[config.mk]
export PLATFORM = sky130hd
export DESIGN_NAME = parking_gate_scheduler
export DESIGN_NICKNAME = d
export VERILOG_FILES = /design/src/rtl/sps_pkg.sv /design/src/rtl/free_slot_encoder.sv /design/src/rtl/parking_gate_scheduler.sv
export SDC_FILE = /design/constraint.sdc
export NUM_CORES = 1
export LEC_CHECK = 0
export BUFFER_PORTS_ARGS = -buffer_cell sky130_fd_sc_hd__buf_4
export CAP_MARGIN = 10
export CORE_ASPECT_RATIO = 1.25
export CORE_MARGIN = 5
export CORE_UTILIZATION = 59
export DETAILED_ROUTE_END_ITERATION = 10
export MAX_ROUTING_LAYER = met4
export PLACE_DENSITY = 0.83
export SYNTH_ARGS = -nofsm -noshare
export SYNTH_HDL_FRONTEND = slang
export SYNTH_SLANG_ARGS = --single-unit
[constraint.sdc]
create_clock -name clock -period 9.2 [get_ports clock]
set_clock_uncertainty 0.2 [all_clocks]
set_input_delay 1.38 -clock clock [delete_from_list [all_inputs] [get_ports clock]]
set_output_delay 1.38 -clock clock [all_outputs]
set_load 0.02 [all_outputs]
[src/rtl/sps_pkg.sv]
// Shared constants for the parking gate scheduler: FSM state encoding,
// gate select values and the default slot-pool size.
package sps_pkg;

   localparam int DEF_NUM_SLOTS = 8;

   localparam logic [1:0] IDLE  = 2'b00;
   localparam logic [1:0] WAIT  = 2'b01;
   localparam logic [1:0] ALLOC = 2'b10;

   localparam logic GATE_A = 1'b0;
   localparam logic GATE_B = 1'b1;

endpackage

[src/rtl/free_slot_encoder.sv]
// Lowest-index priority encoder over the free-slot mask (inverted bitmap).
// Ports: free_mask (1 = slot free) -> index (lowest free), any_free.
module free_slot_encoder #(
   parameter int N = 8,
   parameter int W = 3
) (
   input  logic [N-1:0] free_mask,
   output logic [W-1:0] index,
   output logic         any_free
);

   // scan high to low so the lowest free index is written last
   always_comb begin
      index = '0;
      for (int i = N - 1; i >= 0; i--) begin
         if (free_mask[i]) index = W'(i);
      end
   end

   assign any_free = |free_mask;

endmodule

[src/rtl/parking_gate_scheduler.sv]
// Shares one token-auth FSM and the slot pool between entry gates A and B.
// Inputs: clock, reset (sync, active-high), req_a/req_b (level),
//   token_ok/token_fail (pulses), exit_valid/exit_slot (exit event).
// Outputs (all registered): grant_a/grant_b, auth_start, slot_valid,
//   slot_id, deny, err_release, full, occupied.
// Optional: define SPS_AUTH_TIMEOUT_EN to abort WAIT after AUTH_TIMEOUT cycles.
module parking_gate_scheduler
   import sps_pkg::*;
#(
   parameter int NUM_SLOTS    = DEF_NUM_SLOTS,
   parameter int SLOT_W       = 3,
   parameter int CNT_W        = 4,
   parameter int AUTH_TIMEOUT = 16
) (
   input  logic              clock,
   input  logic              reset,
   input  logic              req_a,
   input  logic              req_b,
   input  logic              token_ok,
   input  logic              token_fail,
   input  logic              exit_valid,
   input  logic [SLOT_W-1:0] exit_slot,
   output logic              grant_a,
   output logic              grant_b,
   output logic              auth_start,
   output logic              slot_valid,
   output logic [SLOT_W-1:0] slot_id,
   output logic              deny,
   output logic              err_release,
   output logic              full,
   output logic [CNT_W-1:0]  occupied
);

   logic [1:0]           state;
   logic                 ptr;
   logic                 gate;
   logic [NUM_SLOTS-1:0] bitmap;
   logic [NUM_SLOTS-1:0] bitmap_nxt;
   logic [NUM_SLOTS-1:0] free_mask;
   logic [NUM_SLOTS-1:0] alloc_mask;
   logic [NUM_SLOTS-1:0] exit_mask;
   logic [SLOT_W-1:0]    free_idx;
   logic                 any_free;
   logic                 exit_err;
   logic [CNT_W-1:0]     pop;
   logic                 gate_req;
   logic                 sel;
   logic                 timeout_hit;

   assign free_mask = ~bitmap;

   free_slot_encoder #(
      .N (NUM_SLOTS),
      .W (SLOT_W)
   ) u_enc (
      .free_mask (free_mask),
      .index     (free_idx),
      .any_free  (any_free)
   );

   // out-of-range exit_slot matches no bit, so it reports as already free
   always_comb begin
      exit_mask = '0;
      for (int i = 0; i < NUM_SLOTS; i++) begin
         if (exit_valid && exit_slot == SLOT_W'(i)) exit_mask[i] = 1'b1;
      end
   end

   assign exit_err = exit_valid & ~|(exit_mask & bitmap);

   always_comb begin
      alloc_mask = '0;
      if (state == ALLOC && any_free) alloc_mask[free_idx] = 1'b1;
   end

   // allocation picks from the start-of-cycle bitmap, so a slot freed
   // in the same cycle is never handed out again immediately
   assign bitmap_nxt = (bitmap & ~exit_mask) | alloc_mask;

   always_comb begin
      pop = '0;
      for (int i = 0; i < NUM_SLOTS; i++) begin
         pop = pop + CNT_W'(bitmap_nxt[i]);
      end
   end

   assign gate_req = (gate == GATE_A) ? req_a : req_b;
   assign sel = (req_a & req_b) ? ptr : (req_a ? GATE_A : GATE_B);

`ifdef SPS_AUTH_TIMEOUT_EN
   localparam int TW = $clog2(AUTH_TIMEOUT + 1);
   logic [TW-1:0] wait_cnt;

   // held at 0 outside WAIT, so it reads 0 in the first WAIT cycle
   always_ff @(posedge clock) begin
      if (reset || state != WAIT) wait_cnt <= '0;
      else                        wait_cnt <= wait_cnt + TW'(1);
   end

   assign timeout_hit = (state == WAIT) &&
                        (wait_cnt == TW'(AUTH_TIMEOUT - 1));
`else
   assign timeout_hit = 1'b0;
`endif

   always_ff @(posedge clock) begin
      if (reset) begin
         state       <= IDLE;
         ptr         <= GATE_A;
         gate        <= GATE_A;
         bitmap      <= '0;
         grant_a     <= 1'b0;
         grant_b     <= 1'b0;
         auth_start  <= 1'b0;
         slot_valid  <= 1'b0;
         slot_id     <= '0;
         deny        <= 1'b0;
         err_release <= 1'b0;
         full        <= 1'b0;
         occupied    <= '0;
      end else begin
         auth_start  <= 1'b0;
         slot_valid  <= 1'b0;
         slot_id     <= '0;
         deny        <= 1'b0;
         err_release <= exit_err;
         bitmap      <= bitmap_nxt;
         occupied    <= pop;
         full        <= (pop == CNT_W'(NUM_SLOTS));
         case (state)
            IDLE: begin
               if (!full && (req_a || req_b)) begin
                  gate       <= sel;
                  grant_a    <= (sel == GATE_A);
                  grant_b    <= (sel == GATE_B);
                  auth_start <= 1'b1;
                  state      <= WAIT;
               end
            end
            WAIT: begin
               // car leaving outranks any result in the same cycle
               if (!gate_req) begin
                  grant_a <= 1'b0;
                  grant_b <= 1'b0;
                  ptr     <= ~ptr;
                  state   <= IDLE;
               end else if (token_ok) begin
                  ptr   <= ~ptr;
                  state <= ALLOC;
               end else if (token_fail || timeout_hit) begin
                  deny    <= 1'b1;
                  grant_a <= 1'b0;
                  grant_b <= 1'b0;
                  ptr     <= ~ptr;
                  state   <= IDLE;
               end
            end
            ALLOC: begin
               slot_valid <= any_free;
               slot_id    <= free_idx;
               grant_a    <= 1'b0;
               grant_b    <= 1'b0;
               state      <= IDLE;
            end
            default: state <= IDLE;
         endcase
      end
   end

endmodule

### After elaboration in Yosys (flattened, before gate mapping)

Index checks and enable logic that the tools add are counted.

| storage, ports and cells | value |
|---|---|
| register bits after elaboration | 26 |

| cells by class | value |
|---|---|
| reductions and logical operators | 26 |
| equality and inequality tests | 15 |
| muxes and demuxes | 39 |
| magnitude comparators | 2 |
| add/subtract/negate cells | 7 |
| bitwise gates (word level) | 13 |

Operators with widths:

| cell | number |
|---|---|
| $mux 3 | 8 |
| $mux 1 | 22 |
| $add 4x1->4 | 4 |
| $and 8x8->8 | 2 |
| $not 8->8 | 2 |
| $reduce_or 8->1 | 2 |
| $eq 3x3->1 const B | 4 |
| $logic_and 1x1->1 | 11 |
| $ne 3x3->1 const B | 3 |
| $mux 2 | 4 |
| $mux 8 | 1 |
| $or 8x8->8 | 1 |
| $eq 3x2->1 const B | 2 |
| $not 1->1 | 6 |
| $pmux 1 s3 | 2 |
| $reduce_and 2->1 | 3 |
| $add 3x1->4 | 1 |
| $eq 4x4->1 const B | 1 |
| $lt 3x4->1 const B | 1 |
| $ne 4x4->1 const B | 1 |
| $pmux 2 s2 | 1 |
| $reduce_and 4->1 | 1 |
| $reduce_or 2->1 | 2 |
| $reduce_or 4->1 | 1 |
| 14 further kinds | 16 |

### Longest topological paths before layout

| logic depth | value |
|---|---|
| depth in word-level cells | 23 |
| mapped depth | 15 |

### Hierarchy

A second synthesis with hierarchy kept.

| second synthesis, totals | value |
|---|---|
| cell total of the unflattened synthesis | 159 |
| area total of the unflattened synthesis | 1,410.1 µm² |

Modules (own cells, without submodules):

| module | times used | cells each | sequential area each (µm²) | area an instance (µm²) |
|---|---|---|---|---|
| parking_gate_scheduler | 1 | 146 | 520.5 | 1,328.8 |
| free_slot_encoder | 1 | 13 | 0.0 | 81.3 |

### Worst setup path before layout

OpenSTA, ideal clock, no wires.

| path | value |
|---|---|
| kind | input to register |
| start point | in exit_slot[2] |
| end point | reg full |
| setup time | 96 ps |
| setup slack | 4,481 ps |
| buffers on the path | 1 |
| arrival time | 4,423 ps |
| stages on the path | 14 |
| cells stage by stage | buf_2 nor2b_1 nand3_1 o21ai_0 fa_1 inv_1 fa_1 inv_1 fa_1 inv_1 ha_1 fa_1 xor2_1 nor4b_1 |

| on the way | value |
|---|---|
| longest elaborated chain between the ends | 14 |

Ends and longest elaborated chain:

| item | RTL line | text |
|---|---|---|
| start, declared | parking_gate_scheduler.sv:22 | `input logic [SLOT_W-1:0] exit_slot,` |
| $eq 3x1->1 or $logic_not 3->1 (tied branches) | parking_gate_scheduler.sv:65 | `if (exit_valid && exit_slot == SLOT_W'(i)) exit_mask[i] = 1'b1;` |
| $logic_and 1x1->1 | parking_gate_scheduler.sv:65 |  |
| $mux 1 | parking_gate_scheduler.sv:65 |  |
| $not 8->8 * | parking_gate_scheduler.sv:78 | `assign bitmap_nxt = (bitmap & ~exit_mask) \| alloc_mask;` |
| $and 8x8->8 * | parking_gate_scheduler.sv:78 |  |
| $or 8x8->8 * | parking_gate_scheduler.sv:78 |  |
| $add 1x1->2 | parking_gate_scheduler.sv:83 | `pop = pop + CNT_W'(bitmap_nxt[i]);` |
| $add 2x1->3 | parking_gate_scheduler.sv:83 |  |
| $add 3x1->4 | parking_gate_scheduler.sv:83 |  |
| $add 4x1->4 (3 in series) | parking_gate_scheduler.sv:83 |  |
| $add 4x1->4 * | parking_gate_scheduler.sv:83 |  |
| $eq 4x4->1 * | parking_gate_scheduler.sv:129 | `full <= (pop == CNT_W'(NUM_SLOTS));` |
| end signal, assigned | parking_gate_scheduler.sv:129 |  |
| end, declared | parking_gate_scheduler.sv:30 | `output logic full,` |

Every way passes the cells marked *; elsewhere a longest branch is shown, timed or not.
A chain may end at the register's enable or synchronous reset.

### Final worst setup path

| path | value |
|---|---|
| start point | in exit_valid |
| end point | reg full |

| on the way | value |
|---|---|
| longest elaborated chain between the ends | 13 |

Ends and longest elaborated chain:

| item | RTL line | text |
|---|---|---|
| start, declared | parking_gate_scheduler.sv:21 | `input logic exit_valid,` |
| $logic_and 1x1->1 | parking_gate_scheduler.sv:65 |  |
| $mux 1 | parking_gate_scheduler.sv:65 |  |
| $not 8->8 * | parking_gate_scheduler.sv:78 |  |
| $and 8x8->8 * | parking_gate_scheduler.sv:78 |  |
| $or 8x8->8 * | parking_gate_scheduler.sv:78 |  |
| $add 1x1->2 | parking_gate_scheduler.sv:83 |  |
| $add 2x1->3 | parking_gate_scheduler.sv:83 |  |
| $add 3x1->4 | parking_gate_scheduler.sv:83 |  |
| $add 4x1->4 (3 in series) | parking_gate_scheduler.sv:83 |  |
| $add 4x1->4 * | parking_gate_scheduler.sv:83 |  |
| $eq 4x4->1 * | parking_gate_scheduler.sv:129 |  |

Marks and branches as above.

==> impl_metrics.toml <==
[floorplanning]
dieArea_um2 = 3460
rows = 19
die_x_um = 53.6
start_util_pct = 62.7
core_area_um2 = 2230
io_pins = 24
die_y_um = 64.5

[worst_hold_path]
whs_path_depth = 2
worst_hold_path.endpoint = "grant_a"
hp-class = "reg2reg"
hold_start = "grant_a"

[yosys]
synth_fp_nets = 179
syn_area_um2 = 1400
ys_async_sr_fraction_pct = 0
synth_area_per_cell_um2 = 8.81
synthMostInstantiatedCell = "dfxtp_1"
synth_top_area_cell = "dfxtp_1"
synth.top_cell.area_share_pct = 37.1
ys_top_cells_by_count = "dfxtp_1, nor2_1, inv_1, a21oi_1"
synth-seq-cells = 26
synth_area_leaders = "dfxtp_1, fa_1, ha_1, a21oi_1, o21ai_0"
synth-edff-count = 0
yosysWarningCount = 0
ys_types = 46
ys.flop_type = "dfxtp_1"
netlist_instances = 159
ys_seq_area_share_pct = 37.1

[cells_and_area]
diodes = 0
nFillCells = 197
stdcell_count = 208
final_cell_area_um2 = 1600
drive_gt1_share_pct = 17.5
area_delta_synth_final_pct = 14.1
final_nets = 199

[global_route]
grt_pass1_wl_um = 5400
grtUsageTotal_pct = 20.8
grt_max_degree = 20
grt_pass1_vias = 1261
antenna_found_initial = 0
gr-total-overflow = 0

[detailed_routing]
drc = 0
num_vias = 1234
routedWlPerCell_um = 14.8
routed-wl-met3_um = 134
routed_wl_um = 3080
wl_met2_um = 1660
wl_met1_um = 1240
ant_nets = 0
drtIter0Drc = 23
highest_layer = "met4"
drtPass1Iterations = 4
viasPerCell = 5.93

[clocking]
clock_sinks = 26
clkTransAtPathRegs_ns = 0.13
clock_path_buffers = 2
htreeDepth = 1
cts_resized = 0
tritoncts = "built"
ctsRootBufferMaster = "clkbuf_4"
post_cts_buffers = 0
clock_latency_ns = 0.32
cts_buffers = 3
cts_hold_buffers = 0

[pwr]
p_per_area_nw_per_um2 = 126
worst_ir_drop_vdd_uv = 122
p_leak_nw = 0.674

[worst_setup_path]
path_buf_inv = 4
slowest_stage = "fa_1"
critical_path.max_stage_delay_ns = 0.56
path_class = "in2reg"
reg2reg_from = "bitmap[0]"
critPathCaptureType = "flop"
ff2ff_path_depth = 14
cpMostUsedCell = "fa_1"
reg2reg_setup_slack_ns = 5.06
start_kind = "primary input"
path_cells = "buf_4 > nor2b_1 > nand3_1 > o21ai_0 > fa_1 > inv_1 > fa_1 > inv_1 > fa_1 > inv_1 > ha_1 > fa_1 > xor2_1 > nor4b_1"
cp_max_fo = 3
cp.required_ns = 9.22
arrival_ns = 4.60
reg2reg_to = "full"
path_delay_family = "adder cells"

[timing]
layout_setup_ws_ns = 4.63
setup_viol_count_final = 0
period_minus_slack_ns = 4.57
rsz0062_at_grt = "false"
slew_violations = 0
fin_crit_sh_pct = 49.7
hold_violations = 0
relSlewSlack_pct = 62.1
clock.fmax_mhz = 219
tns_ns = 0
tightest_slew_ns = 0.569

[placement]
dp_cells = 205
dp_hpwl_um = 2420
dpl_cell_area_um2 = 1580
port_buffers = 23
gp_congestion = 0.873
post-place-ws_ns = 4.26

[job]
maxCapViolations = 0

[run_status]
status = "finished clean"
==> tightest hold or removal path: cells and delay by family (launching register included) <==
family	cells	cell delay (ns)
flip-flops	1	0.33
AO/OA/AOI/OAI	2	0.16
==> report_power, final <==
part	total (mW)	switching, mW	internal [mW]
logic	0.0347	0.0199	0.0148
registers	0.119	0.00258	0.117
clock network	0.0472	0.0318	0.0153
==> flip-flops by register name (all words and copies together) (netlist names) <==
signal       cells
bitmap           8
occupied         4
slot_id          3
state            2
auth_start       1
deny             1
err_release      1
full             1
gate             1
grant_a          1
grant_b          1
ptr              1
slot_valid       1
==> final cells by class <==
| cell class | instances | area (µm²) | share of cell area [%] |
|---|---|---|---|
| sequential | 26 | 520 | 32.6 |
| multi-input combinational | 113 | 800 | 50.0 |
| clock buffer | 3 | 22.5 | 1.41 |
| timing repair buffer | 23 | 173 | 10.8 |
| inverter | 12 | 45.0 | 2.82 |
| tap | 31 | 38.8 | 2.43 |
==> metrics by stage <==
| stage | hold slack, ns | power [mW] | utilization [%] |
|---|---|---|---|
| 2_1_floorplan | 0.278 | 0.146 | - |
| 3_3_place_gp | 0.292 | 0.155 | 70.5 |
| 3_5_place_dp | 0.299 | 0.156 | 70.5 |
| 4_1_cts | 0.332 | 0.202 | 71.6 |
| 5_1_grt | 0.379 | 0.214 | 71.6 |
| 6_report | 0.325 | 0.201 | 71.6 |
==> layout by cell type, fill, tap and decap left out, types with 2 or more instances in the layout <==
| cell type | synthesis | routed |
|---|---|---|
| nor2b_1 | 3 | 3 |
| nor3b_1 | 3 | 3 |
| mux2i_1 | 2 | 2 |
| o211ai_1 | 2 | 2 |
| buf_4 | 0 | 23 |
| nand2b_1 | 4 | 4 |
| nand3_1 | 7 | 7 |
| a21oi_1 | 10 | 10 |
| nor2_1 | 12 | 12 |
| o22ai_1 | 4 | 4 |
| nand4_1 | 3 | 3 |
| dfxtp_1 | 26 | 26 |
| clkbuf_4 | 0 | 3 |
| nor3_1 | 4 | 4 |
| ha_1 | 6 | 6 |
| o2bb2ai_1 | 2 | 2 |
| fa_1 | 4 | 4 |
| a31oi_1 | 2 | 2 |
| a21boi_0 | 2 | 2 |
| o21ai_0 | 9 | 9 |
| o32ai_1 | 2 | 2 |
| and3_1 | 2 | 2 |
| nand2_1 | 9 | 9 |
| inv_1 | 11 | 11 |
==> cells by family (layout without fill, tap and decap cells) <==
logic type,Yosys count,count (layout),share of synthesized area (%)
simple gates,53,53,19.8
compound gates,45,45,22.4
flops,26,26,37.1
buf+inv,20,38,5.80
fa+ha+maj,10,10,11.1
mux,3,3,2.50
xor+xnor,2,2,1.25
==> how the worst max path moves through the flow <==
stage	startpoint	slack, ns	cells after the start	to
2_1_floorplan	exit_slot[2]	4.48	14	full
3_3_place_gp	exit_valid	4.37	14	full
3_5_place_dp	exit_valid	4.26	14	full
4_1_cts	exit_valid	4.59	14	full
5_1_grt	exit_valid	4.48	14	full
6_report	exit_valid	4.63	14	full
==> routing by layer <==
metal	vias up	global-route usage (%)
met2	34	36.3
met1	592	23.3
li1	604	-
met5	-	-
met4	0	8.95
met3	4	2.29
(Power assumes the default switching activity.)
